File: src/rtl/ripple_count_sampler.sv
// ripple_count_sampler
//   Brings the value of a 4-bit asynchronous ripple down counter into the clk
//   domain. Each bit passes through a synchronizer. A stability filter then
//   rejects the partial codes that appear while the ripple settles. Every
//   accepted value is classified as a single decrement, a wrap (0 -> all-ones)
//   or an illegal jump. A saturating tally counts the wraps.
//
// Ports
//   clk         system clock, all state updates on its rising edge
//   rst         asynchronous active-low reset; release synchronous to clk
//   cnt_in      raw ripple-counter value, asynchronous to clk
//   cnt_out     last accepted stable count (registered)
//   cnt_valid   high once the first stable value has been accepted
//   step_pulse  one-cycle pulse: accepted value is the previous value minus 1
//   wrap_pulse  one-cycle pulse: accepted transition is from 0 to all-ones
//   err_pulse   one-cycle pulse: accepted value is not the previous value minus 1
//   wrap_count  saturating number of wraps since reset
module ripple_count_sampler #(
  parameter int WIDTH         = 4,
  parameter int SYNC_STAGES   = 2,  // legal range 2..4
  parameter int STABLE_CYCLES = 2,  // legal range 1..7
  parameter int WRAP_W        = 8
) (
  input  logic              clk,
  input  logic              rst,
  input  logic [WIDTH-1:0]  cnt_in,
  output logic [WIDTH-1:0]  cnt_out,
  output logic              cnt_valid,
  output logic              step_pulse,
  output logic              wrap_pulse,
  output logic              err_pulse,
  output logic [WRAP_W-1:0] wrap_count
);

  localparam int            MATCH_W  = $clog2(STABLE_CYCLES + 1);
  localparam logic [MATCH_W-1:0] STABLE_M = MATCH_W'(STABLE_CYCLES);

  typedef enum logic {
    INIT,
    TRACK
  } state_t;

  // ---------------------------------------------------------------------------
  // Per-bit synchronizer. Index 0 samples cnt_in, and the top index is the
  // synchronized bus s. The chain resets to all-ones because that is the
  // counter's own reset value. The first sample after reset is then
  // indistinguishable from a settled count.
  // ---------------------------------------------------------------------------
  logic [SYNC_STAGES-1:0][WIDTH-1:0] sync_q;
  logic [WIDTH-1:0]                  s;

  // NOTE: every flop in a clocked block uses non-blocking assignment. All of
  // them then sample their inputs before any of them change. This is what
  // makes the chain shift one stage per edge instead of collapsing.
  always_ff @(posedge clk or negedge rst) begin
    if (!rst) sync_q <= '1;
    else      sync_q <= {sync_q[SYNC_STAGES-2:0], cnt_in};
  end

  assign s = sync_q[SYNC_STAGES-1];

  // ---------------------------------------------------------------------------
  // Stability filter. A new code restarts the run length at 1. The value is
  // accepted once it has been seen STABLE_CYCLES times in a row.
  // ---------------------------------------------------------------------------
  logic [WIDTH-1:0]   cand;
  logic [MATCH_W-1:0] match;
  logic               stable;

  always_ff @(posedge clk or negedge rst) begin
    if (!rst) begin
      cand  <= '1;
      match <= '0;
    end else if (s != cand) begin
      cand  <= s;
      match <= MATCH_W'(1);
    end else if (match < STABLE_M) begin
      match <= match + MATCH_W'(1);
    end
  end

  assign stable = (s == cand) && (match >= STABLE_M);

  // ---------------------------------------------------------------------------
  // Acceptance FSM. The next-state / next-output logic is computed here. The
  // outputs are then registered below, so every pulse lines up with the cnt_out
  // update that caused it.
  // ---------------------------------------------------------------------------
  state_t             state_q, state_d;
  logic [WIDTH-1:0]   cnt_d;
  logic               valid_d, step_d, wrap_d, err_d;
  logic [WRAP_W-1:0]  wrapc_d;
  logic [WIDTH-1:0]   cnt_dec;

  assign cnt_dec = cnt_out - WIDTH'(1);

  // NOTE: every signal written here gets a default before the case. A path
  // that skips an assignment would otherwise infer a latch.
  always_comb begin
    state_d = state_q;
    cnt_d   = cnt_out;
    valid_d = cnt_valid;
    step_d  = 1'b0;
    wrap_d  = 1'b0;
    err_d   = 1'b0;
    wrapc_d = wrap_count;

    case (state_q)
      INIT: begin
        // First acceptance only establishes the reference, so it raises no pulse.
        if (stable) begin
          cnt_d   = cand;
          valid_d = 1'b1;
          state_d = TRACK;
        end
      end

      TRACK: begin
        if (stable && (cand != cnt_out)) begin
          cnt_d = cand;
          if (cand == cnt_dec) begin
            step_d = 1'b1;
            // A decrement out of 0 can only land on all-ones, so this is a wrap.
            if (cnt_out == '0) begin
              wrap_d = 1'b1;
              if (wrap_count != '1) wrapc_d = wrap_count + WRAP_W'(1);
            end
          end else begin
            err_d = 1'b1;
          end
        end
      end

      default: state_d = INIT;
    endcase
  end

  always_ff @(posedge clk or negedge rst) begin
    if (!rst) begin
      state_q    <= INIT;
      cnt_out    <= '1;
      cnt_valid  <= 1'b0;
      step_pulse <= 1'b0;
      wrap_pulse <= 1'b0;
      err_pulse  <= 1'b0;
      wrap_count <= '0;
    end else begin
      state_q    <= state_d;
      cnt_out    <= cnt_d;
      cnt_valid  <= valid_d;
      step_pulse <= step_d;
      wrap_pulse <= wrap_d;
      err_pulse  <= err_d;
      wrap_count <= wrapc_d;
    end
  end

endmodule

File: config.mk
export PLATFORM = sky130hd
export DESIGN_NAME = ripple_count_sampler
export DESIGN_NICKNAME = d
export VERILOG_FILES = /design/src/rtl/ripple_count_sampler.sv
export SDC_FILE = /design/constraint.sdc
export NUM_CORES = 1
export LEC_CHECK = 0
export CAP_MARGIN = 10
export CORE_MARGIN = 4
export CORE_UTILIZATION = 36
export CTS_CLUSTER_DIAMETER = 60
export DETAILED_ROUTE_END_ITERATION = 7
export PLACE_DENSITY = 0.65
export SYNTH_ARGS = -nofsm -noshare
export SYNTH_HDL_FRONTEND = slang
export SYNTH_SLANG_ARGS = --single-unit
File: constraint.sdc
create_clock -name clk -period 6.6 [get_ports clk]
set_clock_uncertainty 0.15 [all_clocks]
set_input_delay 1.32 -clock clk [delete_from_list [all_inputs] [get_ports clk]]
set_output_delay 1.32 -clock clk [all_outputs]
set_load 0.005 [all_outputs]
==> flow_metrics.env, run 1 <==
export IMPL_critPathMaxStageDelay_ns=0.60
export IMPL_cp_max_fo=6
export IMPL_cts_path_max_buffers=2
export IMPL_outcome="complete, no violations"
export IMPL_track_usage_pct=10.96
export IMPL_cts_sinks=31
export IMPL_dp_cells=172
export IMPL_instances_no_fill=180
export IMPL_synthTopCellsByArea="dfstp_2 (31%), dfrtp_1 (27%), xor2_1 (7.0%)"
export IMPL_final_nets=141
export IMPL_hold_viol=0
export IMPL_num_vias=825
export IMPL_antenna_cells=0
export IMPL_gp_congestion=0.7589
export IMPL_worstSetupStartpointType="flip-flop"
export IMPL_wire_per_inst_um=12.88
export IMPL_crit_chain="clkdlybuf4s50_1"
export IMPL_worstPathArrival_ns=1.38
export IMPL_postRouteAntennaNets=0
export IMPL_grt_max_degree=32
export IMPL_max_cap_violations=0
export IMPL_clk_pin_slew_ns=0.07
export IMPL_worstSetupEndpointType="output pin"
export IMPL_required_ns=5.13
export IMPL_drive_gt1_share_pct=25.76
export IMPL_powerDensity_nw_per_um2=262.5
export IMPL_synth_warnings=0
export IMPL_ctsResizeCount=0
export IMPL_io_pins=22
export IMPL_syn_nets=118
export IMPL_final_area_um2=1737
export IMPL_slew_headroom_pct=68.24
export IMPL_firstDrtPassIters=3
export IMPL_min_period_over_period_pct=43.25
export IMPL_drc=0
export IMPL_worstMarginPinSlew_ns=0.4754
export IMPL_regArea_um2=795.8
export IMPL_dieWidth_um=69.86
export IMPL_fillers=350
export IMPL_multi_input_area_um2=528.0
export IMPL_synthCells=108
export IMPL_overflow=0
export IMPL_fmax_ghz=0.3503
export IMPL_p_leak_uw=0.0007474
export IMPL_drv_slew=0
export IMPL_clk_latency_ns=0.28
export IMPL_fp_dieArea_um2=4880
export IMPL_final_setup_tns_ns=0
export IMPL_antenna_found_initial=0
export IMPL_first_global_vias=886
export IMPL_grt_pass1_wl_um=4188
export IMPL_drt_iter0_markers=18
export IMPL_synth_top_area_share_pct=30.52
export IMPL_rsz0062_at_grt="false"
export IMPL_path_buf_inv=1
export IMPL_tritoncts="built"
export IMPL_core_area_um2=3689
export IMPL_ys_seq_area_share_pct=57.77
export IMPL_ir_drop_mv=0.1482
export IMPL_start_util_pct=37.35
export IMPL_io_buffers=21
export IMPL_path_delay_family="flip-flops"
export IMPL_placed_area_um2=1624
export IMPL_root_buffer="clkbuf_8"
export IMPL_avgSynthCellArea_um2=12.76
export IMPL_post_cts_buffers=0
export IMPL_cts_buffers_inserted=5
export IMPL_fin_crit_ns=2.855
export IMPL_routed_wirelength_um=2318
export IMPL_path_class="reg2out"
export IMPL_worst_path_max_delay_cell="dfstp_2"
export IMPL_area_growth_pct=26.07
export IMPL_worstHoldPathType="reg2reg"
export IMPL_setup_viol=0
export IMPL_fp_dieH_um=69.86
export IMPL_yosysTopAreaCell="dfstp_2"
export IMPL_dpl_hpwl_um=1691
export IMPL_ys_ff_latch=31
export IMPL_hold_buffers=0
export IMPL_htree_levels=2
export IMPL_rows=22
export IMPL_synth_cell_types=36
export IMPL_viasPerCell=4.583
export IMPL_syn_cell_area_um2=1378
layout by cell type, fill, tap and decap left out, types with 2 or more instances in the layout:
master and count:
a21oi_1 2, and2_1 3, clkbuf_8 6, clkdlybuf4s50_1 21, dfrtp_1 15, dfstp_2 16
ha_1 4, inv_1 6, mux2_2 4, nand2_1 5, nand2b_1 2, nand4_1 3
nor2_1 3, nor3_1 3, nor4_1 2, o21ai_0 2, xnor2_1 4, xor2_1 11
final cells by class:
type | instances | area share, %
sequential | 31 | 45.82
multi-input combinational | 65 | 30.40
timing repair buffer | 22 | 12.54
clock buffer | 7 | 6.196
tap | 48 | 3.458
inverter | 6 | 1.297
clock inverter | 1 | 0.2882
per-layer routing:
metal	vias to the layer above	track usage, %	share of wire (%)
met4	0	4.043	1.8
met5	-	0	0
met2	15	16.89	48
met3	4	4.892	4.3
li1	409	-	-
met1	397	13.55	46
report_power, final:
group          internal [uW]  switching, uW
Clock                    107           67.5
Combinational           32.4           30.9
Sequential               207           10.9
Total                    347            109
synth_stat cells:
master / instances
nand2b_1: 2
xor2_1: 11
or2_2: 1
dfrtp_1: 15
a21oi_1: 2
and4_1: 1
nor4_1: 2
nand4_2: 1
nor4b_1: 1
o21ai_0: 2
clkbuf_1: 4
ha_1: 4
a2111oi_2: 1
mux2_2: 4
nand4_1: 3
dfstp_2: 16
o41ai_1: 1
nor2b_1: 1
nor3b_1: 1
nor4bb_1: 1
inv_1: 6
or3_1: 1
nand3_1: 1
buf_6: 1
a2111o_1: 1
o31ai_1: 1
xnor2_2: 1
nor2_1: 3
and2_1: 3
buf_2: 1
mux2_4: 1
xnor3_1: 1
nor3_1: 3
or2_1: 1
nand2_1: 5
xnor2_1: 4
worst paths after layout:
check	start	endpoint	slack, ns	cells past startpoint
setup reg to reg	cnt_out[0]	wrap_count[1]	4.03	7
max in group asynchronous	rst	cnt_out[3]	4.70	2
min in group asynchronous	rst	wrap_count[3]	1.27	2
setup / recovery	cnt_out[2]	cnt_out[2]	3.75	1
hold reg to reg	sync_q[1]	s[1]	0.20	0
hold / removal	sync_q[1]	s[1]	0.20	0
state kept, by name, indices dropped and copies added, names as in the netlist, 2 cells and up:
signal	flops
wrap_count	8
cand	4
sync_q	4
cnt_out	4
s	4
match	2
kinds of logic after synthesis:
group | synth area share, %
AO/OA/AOI/OAI | 4.541
XOR/XNOR | 12.35
adder cells (fa/ha/maj) | 3.633
buffers and inverters | 3.905
flip-flops | 57.77
multiplexers | 4.359
AND/OR/NAND/NOR | 13.44
metrics by stage:
step                utilization [%]  worst slack [ns]  hold slack [ns]  power [uW]
floorplan                         -             4.107           0.1952       259.5
global placement              44.03             4.038           0.1953       283.2
detailed placement            44.03             4.023           0.1968       285.3
CTS                           47.08             3.727           0.2062       463.0
global route                  47.08             3.704           0.2101       481.9
finish                        47.08             3.745           0.2009       455.9
Note: power is estimated with default switching activity, not from simulation.
==> run 2: changes to the inputs <==
--- a/config.mk
+++ b/config.mk
@@ -10,7 +10,7 @@
 export CORE_UTILIZATION = 36
 export CTS_CLUSTER_DIAMETER = 60
 export DETAILED_ROUTE_END_ITERATION = 7
-export PLACE_DENSITY = 0.65
+export PLACE_DENSITY = 0.68
 export SYNTH_ARGS = -nofsm -noshare
 export SYNTH_HDL_FRONTEND = slang
 export SYNTH_SLANG_ARGS = --single-unit
==> constraint.sdc (replaced) <==
create_clock -name clk -period 2.59 [get_ports clk]
set_clock_uncertainty 0.15 [all_clocks]
set_input_delay 0.518 -clock clk [delete_from_list [all_inputs] [get_ports clk]]
set_output_delay 0.518 -clock clk [all_outputs]
set_load 0.005 [all_outputs]
==> run 2 against run 1 <==
  * Core utilization rose by 0.88 points
  * Sequential share of layout area fell by 0.84 points
  * Setup slack got worse by 3.6 ns
  * Non-clock buffer count grew 4
  * First-iteration DRC count grew 78%
  * Design area grew 1.9%
  * Critical path type is now reg2reg
==> flow_metrics.env, run 2 (synthesized netlist as in run 1, its figures left out) <==
export IMPL_final_nets=145
export IMPL_fin_crit_ns=2.489
export IMPL_fillers=343
export IMPL_path_depth=8
export IMPL_max_cap_violations=0
export IMPL_fp_dieH_um=69.86
export IMPL_outcome="complete, no violations"
export IMPL_whs_path_depth=0
export IMPL_path_delay_family="simple AND/OR/NAND/NOR gates"
export IMPL_cts_sinks=31
export IMPL_postRouteAntennaNets=0
export IMPL_antenna_found_initial=0
export IMPL_multi_input_area_um2=530.5
export IMPL_hold_viol=0
export IMPL_core_area_um2=3689
export IMPL_rsz0062_at_grt="true"
export IMPL_fmax_ghz=0.4017
export IMPL_area_growth_pct=28.43
export IMPL_largest_reg_flops=8
export IMPL_post_cts_buffers=0
export IMPL_tritoncts="built"
export IMPL_worstSetupStartpointType="flip-flop"
export IMPL_io_pins=22
export IMPL_grt_pass1_wl_um=4015
export IMPL_dieWidth_um=69.86
export IMPL_worstPathArrival_ns=2.51
export IMPL_root_buffer="clkbuf_8"
export IMPL_worst_path_max_delay_cell="dfstp_2"
export IMPL_drc=0
export IMPL_setup_viol=0
export IMPL_largest_register="wrap_count"
export IMPL_critPathMaxStageDelay_ns=0.58
export IMPL_layout_cells_most_common="clkdlybuf4s50_1"
export IMPL_wire_per_inst_um=12.66
export IMPL_post_place_ws_ns=0.07967
export IMPL_antenna_cells=0
export IMPL_required_ns=2.61
export IMPL_final_cell_mix="clkdlybuf4s50_1 (21), dfstp_2 (16), dfrtp_1 (15), xor2_1 (11)"
export IMPL_worstSetupEndpointType="flip-flop"
export IMPL_crit_chain="inv_1 -> ha_1 -> xor2_1 -> nand3_1 -> or2_4 -> buf_4 -> nor3_1 -> mux2_2"
export IMPL_viasPerCell=4.636
export IMPL_min_period_over_period_pct=96.11
export IMPL_dpl_hpwl_um=1723
export IMPL_worstHoldPathType="reg2reg"
export IMPL_start_util_pct=37.35
export IMPL_grt_max_degree=32
export IMPL_fp_dieArea_um2=4880
export IMPL_cts_buffers_inserted=5
export IMPL_path_class="reg2reg"
export IMPL_first_global_vias=888
export IMPL_slew_headroom_pct=70.86
export IMPL_cp_max_fo=6
export IMPL_p_leak_uw=0.0007661
export IMPL_clk_pin_slew_ns=0.06
export IMPL_track_usage_pct=10.39
export IMPL_fin_ws_ns=0.1008
export IMPL_num_vias=853
export IMPL_fin_hold_ws_ns=0.2059
export IMPL_path_buf_inv=2
export IMPL_routed_wirelength_um=2330
export IMPL_overflow=0
export IMPL_io_buffers=21
export IMPL_rows=22
export IMPL_reg2regPathDepth=8
export IMPL_firstDrtPassIters=4
export IMPL_worstMarginPinSlew_ns=0.4354
export IMPL_htree_levels=2
export IMPL_ir_drop_mv=0.4037
export IMPL_regArea_um2=795.8
export IMPL_drt_iter0_markers=32
export IMPL_powerDensity_nw_per_um2=669.3
export IMPL_cts_path_max_buffers=2
export IMPL_drv_slew=0
export IMPL_clk_latency_ns=0.28
export IMPL_drive_gt1_share_pct=28.68
export IMPL_gp_congestion=0.9120
==> run 2: cell count changes in the layout (fill, tap and decap cells not counted), sizes merged <==
cell,change
buf,+4
==> run 2: final cells by class <==
class / count / share of cell area (%)
sequential: 31 / 44.98
multi-input combinational: 65 / 29.99
tap: 48 / 3.395
inverter: 6 / 1.273
clock inverter: 1 / 0.2829
timing repair buffer: 26 / 14.00
clock buffer: 7 / 6.082
==> run 2: power breakdown <==
part / internal [uW] / switching [uW] / leakage, uW / total, uW
Combinational: 98.9 / 83.5 / 0.000336 / 182
Sequential: 529 / 29.1 / 0.000371 / 558
Clock: 272 / 172 / 0.0000594 / 444
==> run 2: timing repair <==
action	in CTS	in global routing
hold endpoints to repair	0	0
hold buffers	0	0
gates resized for setup	0	1
endpoints found under the setup margin	0	3
==> run 2: metrics by stage <==
| step | TNS [ns] | instance area (um2) | std cells | util (%) | total power [uW] |
|---|---|---|---|---|---|
| 2_1_floorplan | 0 | 1378 | 108 | - | 661.3 |
| 3_3_place_gp | 0 | 1654 | 176 | 44.84 | 740.4 |
| 3_5_place_dp | 0 | 1654 | 176 | 44.84 | 744.8 |
| 4_1_cts | 0 | 1767 | 184 | 47.90 | 1198 |
| 5_1_grt | -0.008872 | 1769 | 184 | 47.96 | 1244 |
| 6_report | 0 | 1769 | 184 | 47.96 | 1184 |
==> run 2: final timing paths <==
| path | start | end | slack [ns] |
|---|---|---|---|
| worst min register to register | sync_q[0] | s[0] | 0.21 |
| worst min-delay path | sync_q[0] | s[0] | 0.21 |
| worst max-delay path | cnt_out[1] | wrap_count[2] | 0.10 |
| worst max register to register | cnt_out[1] | wrap_count[2] | 0.10 |
| max in group asynchronous | rst | cnt_out[2] | 1.51 |
| min in group asynchronous | rst | wrap_count[7] | 0.47 |
==> run 2: layer usage <==
layer	routed length (um)	GRT usage, %	up-vias	share of wire [%]
li1	-	-	420	-
met1	996	11.33	411	43
met2	1139	16.79	17	49
met3	151	5.036	5	6.5
met4	42	5.106	0	1.8
met5	0	0	-	0
==> run 3: changes to the inputs <==
--- a/config.mk
+++ b/config.mk
@@ -11,6 +11,7 @@
 export CTS_CLUSTER_DIAMETER = 60
 export DETAILED_ROUTE_END_ITERATION = 7
 export PLACE_DENSITY = 0.68
+export SLEW_MARGIN = 30
 export SYNTH_ARGS = -nofsm -noshare
 export SYNTH_HDL_FRONTEND = slang
 export SYNTH_SLANG_ARGS = --single-unit
==> results of run 3 <==
Same layout as run 2: the final DEF is identical, and so are final timing and power.
